==> config.mk <==
export PLATFORM = sky130hd
export DESIGN_NAME = ahb_bus_arbiter_flat
export DESIGN_NICKNAME = d
export VERILOG_FILES = /design/src/rtl/ahb_bus_arbiter_if.sv /design/src/rtl/ahb_bus_arbiter.sv /design/src/flat_wrapper.sv
export SDC_FILE = /design/constraint.sdc
export NUM_CORES = 1
export LEC_CHECK = 0
export ABC_AREA = 1
export CAP_MARGIN = 20
export CORE_AREA = 2 2 39 41
export DETAILED_ROUTE_END_ITERATION = 8
export DIE_AREA = 0 0 41 43
export PLACE_DENSITY = 0.76
export SLEW_MARGIN = 30
export SYNTH_ARGS = -nofsm -noshare
export SYNTH_HDL_FRONTEND = slang
export SYNTH_SLANG_ARGS = --single-unit
==> constraint.sdc <==
create_clock -name hclk -period 1.7 [get_ports hclk]
set_input_delay 0.34 -clock hclk [delete_from_list [all_inputs] [get_ports hclk]]
set_output_delay 0.34 -clock hclk [all_outputs]
set_load 0.01 [all_outputs]
==> src/rtl/ahb_bus_arbiter_if.sv <==
// ahb_bus_arbiter_if
// Arbitration signal bundle between the two AHB masters' request side,
// the muxed bus control and the arbiter.
//   master modport : drives hbusreq/hlock per master and the muxed
//                    htrans/hburst/hready; observes grants and ownership.
//   slave  modport : the arbiter's view; consumes requests and bus control,
//                    drives hgrant_m1/hgrant_m2, hmaster and hmastlock.
interface ahb_bus_arbiter_if;
    logic       hbusreq_m1;
    logic       hbusreq_m2;
    logic       hlock_m1;
    logic       hlock_m2;
    logic [1:0] htrans;
    logic [2:0] hburst;
    logic       hready;
    logic       hgrant_m1;
    logic       hgrant_m2;
    logic [3:0] hmaster;
    logic       hmastlock;

    modport master (
        output hbusreq_m1, hbusreq_m2, hlock_m1, hlock_m2, htrans, hburst, hready,
        input  hgrant_m1, hgrant_m2, hmaster, hmastlock
    );

    modport slave (
        input  hbusreq_m1, hbusreq_m2, hlock_m1, hlock_m2, htrans, hburst, hready,
        output hgrant_m1, hgrant_m2, hmaster, hmastlock
    );
endinterface

==> src/rtl/ahb_bus_arbiter.sv <==
// ahb_bus_arbiter
// Two-master AHB-Lite-style arbiter: master 1 (CPU) and master 2 (DMA).
// Master 1 is the default/parking master. Fixed-length bursts and locked
// sequences are never broken; undefined-length INCR may be re-arbitrated
// on any beat.
// Ports:
//   hclk   : bus clock, all state updates on the rising edge
//   hreset : synchronous, active-high reset
//   bus    : ahb_bus_arbiter_if.slave (requests, locks, htrans, hburst,
//            hready in; hgrant_m1, hgrant_m2, hmaster, hmastlock out)
// Build option:
//   AHB_ARB_RR_EN : round-robin on contention (master not last granted
//                   wins). Undefined: fixed priority, master 1 wins.
module ahb_bus_arbiter (
    input  logic             hclk,
    input  logic             hreset,
    ahb_bus_arbiter_if.slave bus
);

    typedef enum logic [1:0] {
        TR_IDLE   = 2'b00,
        TR_BUSY   = 2'b01,
        TR_NONSEQ = 2'b10,
        TR_SEQ    = 2'b11
    } htrans_t;

    typedef enum logic {
        OWN_M1 = 1'b0,
        OWN_M2 = 1'b1
    } owner_t;

    owner_t     grant_q;
    owner_t     grant_d;
    logic       hgrant_m1_q;
    logic       hgrant_m2_q;
    logic [3:0] hmaster_q;
    logic       hmastlock_q;
    logic [3:0] rem;
    logic [3:0] burst_load;
    logic       granted_lock;
    logic       locked;
    logic       window;
    logic       nonseq_acc;
    logic       seq_acc;

`ifdef AHB_ARB_RR_EN
    owner_t     last_q;
`endif

    assign bus.hgrant_m1 = hgrant_m1_q;
    assign bus.hgrant_m2 = hgrant_m2_q;
    assign bus.hmaster   = hmaster_q;
    assign bus.hmastlock = hmastlock_q;

    always_comb begin
        nonseq_acc   = bus.hready && (bus.htrans == TR_NONSEQ);
        seq_acc      = bus.hready && (bus.htrans == TR_SEQ);
        granted_lock = (grant_q == OWN_M1) ? bus.hlock_m1 : bus.hlock_m2;
        locked       = granted_lock || hmastlock_q;
        // Last beat of a fixed burst is being accepted when rem==1 on SEQ,
        // so the next owner can be granted in parallel with it.
        window       = bus.hready && !locked &&
                       ((rem == 4'd0) || ((rem == 4'd1) && (bus.htrans == TR_SEQ)));

        case (bus.hburst)
            3'b010, 3'b011: burst_load = 4'd3;
            3'b100, 3'b101: burst_load = 4'd7;
            3'b110, 3'b111: burst_load = 4'd15;
            default:        burst_load = 4'd0;   // SINGLE, INCR
        endcase

        grant_d = grant_q;
        if (window) begin
            case ({bus.hbusreq_m1, bus.hbusreq_m2})
                2'b01:   grant_d = OWN_M2;
`ifdef AHB_ARB_RR_EN
                2'b11:   grant_d = (last_q == OWN_M1) ? OWN_M2 : OWN_M1;
`else
                2'b11:   grant_d = OWN_M1;
`endif
                default: grant_d = OWN_M1;       // m1 only, or park on m1
            endcase
        end
    end

    always_ff @(posedge hclk) begin
        if (hreset) begin
            grant_q     <= OWN_M1;
            hgrant_m1_q <= 1'b1;
            hgrant_m2_q <= 1'b0;
            hmaster_q   <= 4'd1;
            hmastlock_q <= 1'b0;
            rem         <= '0;
`ifdef AHB_ARB_RR_EN
            last_q      <= OWN_M1;
`endif
        end else begin
            grant_q     <= grant_d;
            hgrant_m1_q <= (grant_d == OWN_M1);
            hgrant_m2_q <= (grant_d == OWN_M2);
`ifdef AHB_ARB_RR_EN
            if (grant_d != grant_q) begin
                last_q <= grant_d;
            end
`endif
            if (nonseq_acc) begin
                rem <= burst_load;
            end else if (seq_acc && (rem != 4'd0)) begin
                rem <= rem - 4'd1;
            end

            // Address-phase ownership follows the grant that was in force
            // while the accepted address was driven.
            if (bus.hready) begin
                hmaster_q   <= (grant_q == OWN_M1) ? 4'd1 : 4'd2;
                hmastlock_q <= granted_lock;
            end
        end
    end

endmodule
==> src/flat_wrapper.sv <==
// flat-port wrapper written by rule: the top's interface ports become plain ports
module ahb_bus_arbiter_flat 
  (hclk, hreset, bus_hbusreq_m1, bus_hbusreq_m2, bus_hlock_m1, bus_hlock_m2, bus_htrans, bus_hburst, bus_hready, bus_hgrant_m1, bus_hgrant_m2, bus_hmaster, bus_hmastlock);
  ahb_bus_arbiter_if bus_i ();
  input  logic hclk;
  input  logic hreset;
  input wire logic [$bits(bus_i.hbusreq_m1)-1:0] bus_hbusreq_m1;
  input wire logic [$bits(bus_i.hbusreq_m2)-1:0] bus_hbusreq_m2;
  input wire logic [$bits(bus_i.hlock_m1)-1:0] bus_hlock_m1;
  input wire logic [$bits(bus_i.hlock_m2)-1:0] bus_hlock_m2;
  input wire logic [$bits(bus_i.htrans)-1:0] bus_htrans;
  input wire logic [$bits(bus_i.hburst)-1:0] bus_hburst;
  input wire logic [$bits(bus_i.hready)-1:0] bus_hready;
  output wire logic [$bits(bus_i.hgrant_m1)-1:0] bus_hgrant_m1;
  output wire logic [$bits(bus_i.hgrant_m2)-1:0] bus_hgrant_m2;
  output wire logic [$bits(bus_i.hmaster)-1:0] bus_hmaster;
  output wire logic [$bits(bus_i.hmastlock)-1:0] bus_hmastlock;
  assign bus_i.hbusreq_m1 = bus_hbusreq_m1;
  assign bus_i.hbusreq_m2 = bus_hbusreq_m2;
  assign bus_i.hlock_m1 = bus_hlock_m1;
  assign bus_i.hlock_m2 = bus_hlock_m2;
  assign bus_i.htrans = bus_htrans;
  assign bus_i.hburst = bus_hburst;
  assign bus_i.hready = bus_hready;
  assign bus_hgrant_m1 = bus_i.hgrant_m1;
  assign bus_hgrant_m2 = bus_i.hgrant_m2;
  assign bus_hmaster = bus_i.hmaster;
  assign bus_hmastlock = bus_i.hmastlock;
  ahb_bus_arbiter u_core (.hclk(hclk), .hreset(hreset), .bus(bus_i));
endmodule
======== Word level (Yosys, flattened, before mapping) ========
Cells that the tools add are included.
storage, ports and cells
  bits of input ports ..................... 12
  flip-flop bits (word level) ............. 11
  logic and storage cells ................. 39
  output and inout port bits .............. 7
cells by class
  eq/ne operators ......................... 10
  reductions and logical operators ........ 15
  mux-type cells .......................... 7
  $add $sub $neg .......................... 1
  bitwise gates (word level) .............. 1
operators by type and width
  operator               count
  $eq A3 B3 Y1 const B   4
  $pmux W4 S3            1
  $mux W4                2
  $eq A3 B2 Y1 const B   2
  $logic_and A1 B1 Y1    6
  $reduce_or A2 Y1       3
  $eq A2 B2 Y1 const B   2
  $eq A4 B1 Y1 const B   1
  $logic_not A4 Y1       1
  $reduce_bool A4 Y1     1
  $sub A4 B1 Y4 const B  1
  $mux W1                3
  $eq A2 B1 Y1 const B   1
  $logic_or A1 B1 Y1     2
  $mux W2                1
  $reduce_bool A2 Y1     1
  $logic_not A1 Y1       1
  $not A1 Y1             1

======== Longest topological paths before layout ========
  word-level depth ........................ 7
  gate-level depth with buffers ........... 9

======== Least setup slack after synthesis ========
OpenSTA, ideal clock, no wires.
  path type ............................... register -> register
  from .................................... register u_core.rem[0]
  to ...................................... register (tool-made name)
  period minus slack after synthesis ...... 1.146 ns
  cell stages (with the launch flop) ...... 10
  arrival time ............................ 1.031 ns
  setup slack ............................. 0.554 ns
  required time ........................... 1.585 ns
  setup time .............................. 0.115 ns
  cell sequence ........................... dfxtp_1 > inv_1 > ha_1 > inv_1 > nor2_2 > inv_1 > nand2_1 > nand3_1 > nand2_1 > nor2_1
RTL lines
  element                 RTL line                source
  from (decl)             ahb_bus_arbiter.sv:38   logic [3:0] rem;
  from (signal assigned)  ahb_bus_arbiter.sv:107  rem <= burst_load;
  from (signal assigned)  ahb_bus_arbiter.sv:109  rem <= rem - 4'd1;

==> results.md <==
Run status:
- The flow ran to the end, and the final reports show no timing, DRC or antenna violations.

Route:
- The detail-routed net length per standard cell is ~9.1 um.
- The total iterations of the first detailed-routing run is 5.
- The routed design has 1044 um of wire.
- The initial detailed-routing violation count is 6.
- Once detail routing completed, the nets flagged for antenna violations numbered 0.
- Summing over every cut layer, the via total after detailed routing is around 530.
- The DRC violation count after routing is 0.
- After detailed routing, the number of vias per cell comes to roughly 4.6.

Run:
- The number of max-capacitance violations reported is 0.

Synthesis:
- The post-synthesis instance total is 81.
- The top flip-flop cell by instance count after synthesis is dfxtp_1.
- The mux share of post-synthesis cell area is 0.
- Among all cell types in the netlist, the one instantiated most often is nand2_1.
- The number of register bits inferred by synthesis is 9.
- The number of enable-type register cells in the synthesized netlist is 0.
- In the synthesized netlist, the cells that appear most often are nand2_1 (18), inv_1 (11), dfxtp_1 (9), nor2_1 (9).
- The post-synthesis instance area is 570.5 um^2.
- After synthesis, the mean cell area works out to between 7 and 8 um^2.
- Counting distinct cell types in the post-synthesis netlist gives 24.
- The area fraction in and, or, nand and nor cells after synthesis is 0.3904.
- The count of yosys warnings during synthesis is 0.
- Of the total synthesized cell area, the portion taken by full adders, half adders and majority gates is 0.04386.
- In the synthesized netlist the async set-or-reset flop fraction comes to 0.
- Of the total synthesized cell area, the portion taken by XOR and XNOR cells is 0.
- The most area-hungry cell type in the Yosys netlist is dfxtp_1.
- The share of the synthesized area in compound gates (AO/OA/AOI/OAI) is 0.1228.
- Of the synthesized area, sequential elements account for 0.3158.
- Sorting the synthesized cells by area gives the leading types as dfxtp_1 (32%), nand2_1 (12%), inv_1 (7.2%), nor2_1 (5.9%), nor2_2 (5.5%).
- After synthesis, the largest family of logic cells by area is simple AND/OR/NAND/NOR gates.
- The area share of the largest cell type after synthesis is 0.3158.

CTS:
- Buffers added to address setup during post-CTS repair amount to 0.
- The number of gates given a new drive strength after cts is 0.
- The clock tree from TritonCTS is built.
- Counting every sink on the clock net gives 9.
- The level count of the clock H-tree is 1.
- Buffers inserted during clock tree synthesis total 3.
- The root buffer cell chosen for the clock tree is clkbuf_4.
- Clock latency on the worst-skew pair, taken at its later pin, is 0.25 ns.
- Counting along the longest clock path gives a buffer depth of 2.
- The clock-pin slew of the registers on the worst-case setup and hold paths is approximately 0.06 ns.
- The hold-fix buffer count after cts is 0.

Cells and area:
- Fill cells in the final layout number 134.
- The number of antenna diodes is 0.
- The share of final-layout standard cells stronger than drive strength 1 is 0.1717.
- The post-synthesis to final-layout area growth is 32.46%.
- The final net count is roughly 110.

Global routing:
- The initial antenna violation count is 0.
- The global-route total usage across every layer is 0.1411.
- The via count of the first global-routing pass is 446.
- Entering global routing, the biggest net connects 8 pins.
- The global-route wire length before repair is 1731 um.
- For this run the aggregate overflow at the end of global routing stands at 0.

Floorplan:
- The area of the die is 0.001763 mm^2.
- After floorplanning, the core was sized to cover 0.001384 mm^2.
- In this run the vertical extent of the chip is ~43 um.
- The floorplan die width is 41 um.
- The I/O pin count is 19.
- The number of standard-cell rows in the floorplan is 14.
- The effective utilization at floorplan is 0.4123.

Critical path:
- The kind of capture point of the worst setup path is an output pin.
- In this run the critical register-to-register path is launched from u_core.rem[0].
- The signal on the critical path passes through clkdlybuf4s50_1.
- The required arrival time at the worst endpoint is 1.36 ns.
- The cell with the largest stage delay on the worst path is clkdlybuf4s50_1.
- The cell family contributing the most delay on the critical path is buffers and inverters.
- The data arrival time of the critical path is 1.17 ns.
- The category of the worst setup path launch point is a register.
- Together, buffers and inverters on the worst path number 1.
- Along the worst path, the maximum fanout reaches 4.
- The worst setup path is of the reg2out kind.
- For this run, the slowest stage of the critical path takes 0.55 ns.

Placement:
- The total of buffers placed on input and output ports is 15.
- The post-DP HPWL is between 800 and 900 um.
- The global placement routability congestion is around 0.76.
- Timing analysis after detailed placement gives a worst setup slack of 0.1648 ns.

Hold path:
- The beginning of the worst hold path is u_core.bus.hmaster[1].
- In this run the worst hold path is classified as reg2reg.

Timing:
- The number of endpoints with negative hold slack in the final report is 0.
- After layout, the worst setup slack is slightly below 0.2 ns.
- The clock arrives with 0.0003383 ns of skew.
- Setup repair after global routing left no endpoint under its margin.
- The number of pins exceeding their max-slew limit in the final report was 0.
- The sum of negative setup slack is 0 ns.
- For this run, the top clock speed supported by timing is 663.7 MHz.
- The minimum clock period is 1.507 ns.
- Of the available clock period, the critical path in the final layout requires 0.8862.
- The final count of negative-setup-slack endpoints is 0.

Power and ir drop:
- The maximum ir drop on the vdd rail is 0.0004160 V.
- The overall power is 0.5608 mW.
- Power spread over the standard cell area amounts to 742.1 mW/mm^2.
- The total leakage power is 0.3715 nW.
==> final cells by class <==
cell class	count	area (um^2)	area share
multi-input combinational	58	325.3	0.4305
sequential	9	180.2	0.2384
timing repair buffer	15	150.1	0.1987
inverter	13	53.80	0.07119
clock buffer	4	26.28	0.03477
tap	16	20.02	0.02649
==> worst paths after layout <==
path | endpoint | slack [ns] | depth (start not counted)
worst max-delay path | bus_hgrant_m2 | 0.19 | 1
worst min-delay path | u_core.bus.hmaster[1] | 0.46 | 1
worst max register to register | u_core.rem[1] | 0.42 | 9
worst min register to register | u_core.bus.hmaster[1] | 0.46 | 1
==> cell families (layout without fill, tap and decap cells) <==
family,Yosys count,after routing
adders and majority gates,2,2
buffers and inverters,15,32
other,1,2
and+or+nand+nor,44,44
DFF,9,9
AOI/OAI and AO/OA,10,10
==> placed cells by master (no fill, tap or decap) <==
cell type,count
nand2_4,2
inv_1,11
o21ai_2,1
clkbuf_1,1
nor2_1,9
nand3_4,1
nand4_1,1
clkdlybuf4s50_1,15
a21oi_1,2
nand2_1,18
o21ai_0,1
conb_1,2
nand3_1,5
dfxtp_1,9
o211ai_1,2
o21a_1,1
clkbuf_4,3
a21oi_2,1
o211a_1,1
o21ai_1,1
nor2_2,5
or2_1,1
ha_1,2
clkinv_4,1
inv_2,1
nand2_2,2
==> power breakdown <==
part	switching (mW)	total, mW	internal, mW
combinational	0.0862	0.163	0.0765
clock	0.0673	0.157	0.0900
sequential	0.0123	0.241	0.228
total	0.166	0.561	0.395
==> through the flow <==
step,hold WS [ns],std cells,instance area [um^2],utilization
after CTS,0.4616,115,755.7,0.5461
after global routing,0.4757,115,755.7,0.5461
final,0.4597,115,755.7,0.5461
after global placement,0.4403,111,729.5,0.5271
after floorplan,0.4404,82,574.3,-
after detailed placement,0.4473,111,729.5,0.5271
==> layer usage <==
| metal | share of wire | routed length (um) | track usage |
|---|---|---|---|
| met3 | 0.036 | 38 | 0.03141 |
| met4 | 0 | 0 | 0.08000 |
| met1 | 0.50 | 519 | 0.1954 |
| met5 | 0 | 0 | 0 |
| met2 | 0.46 | 485 | 0.1938 |
No activity file was read; power rests on OpenSTA's default activity.
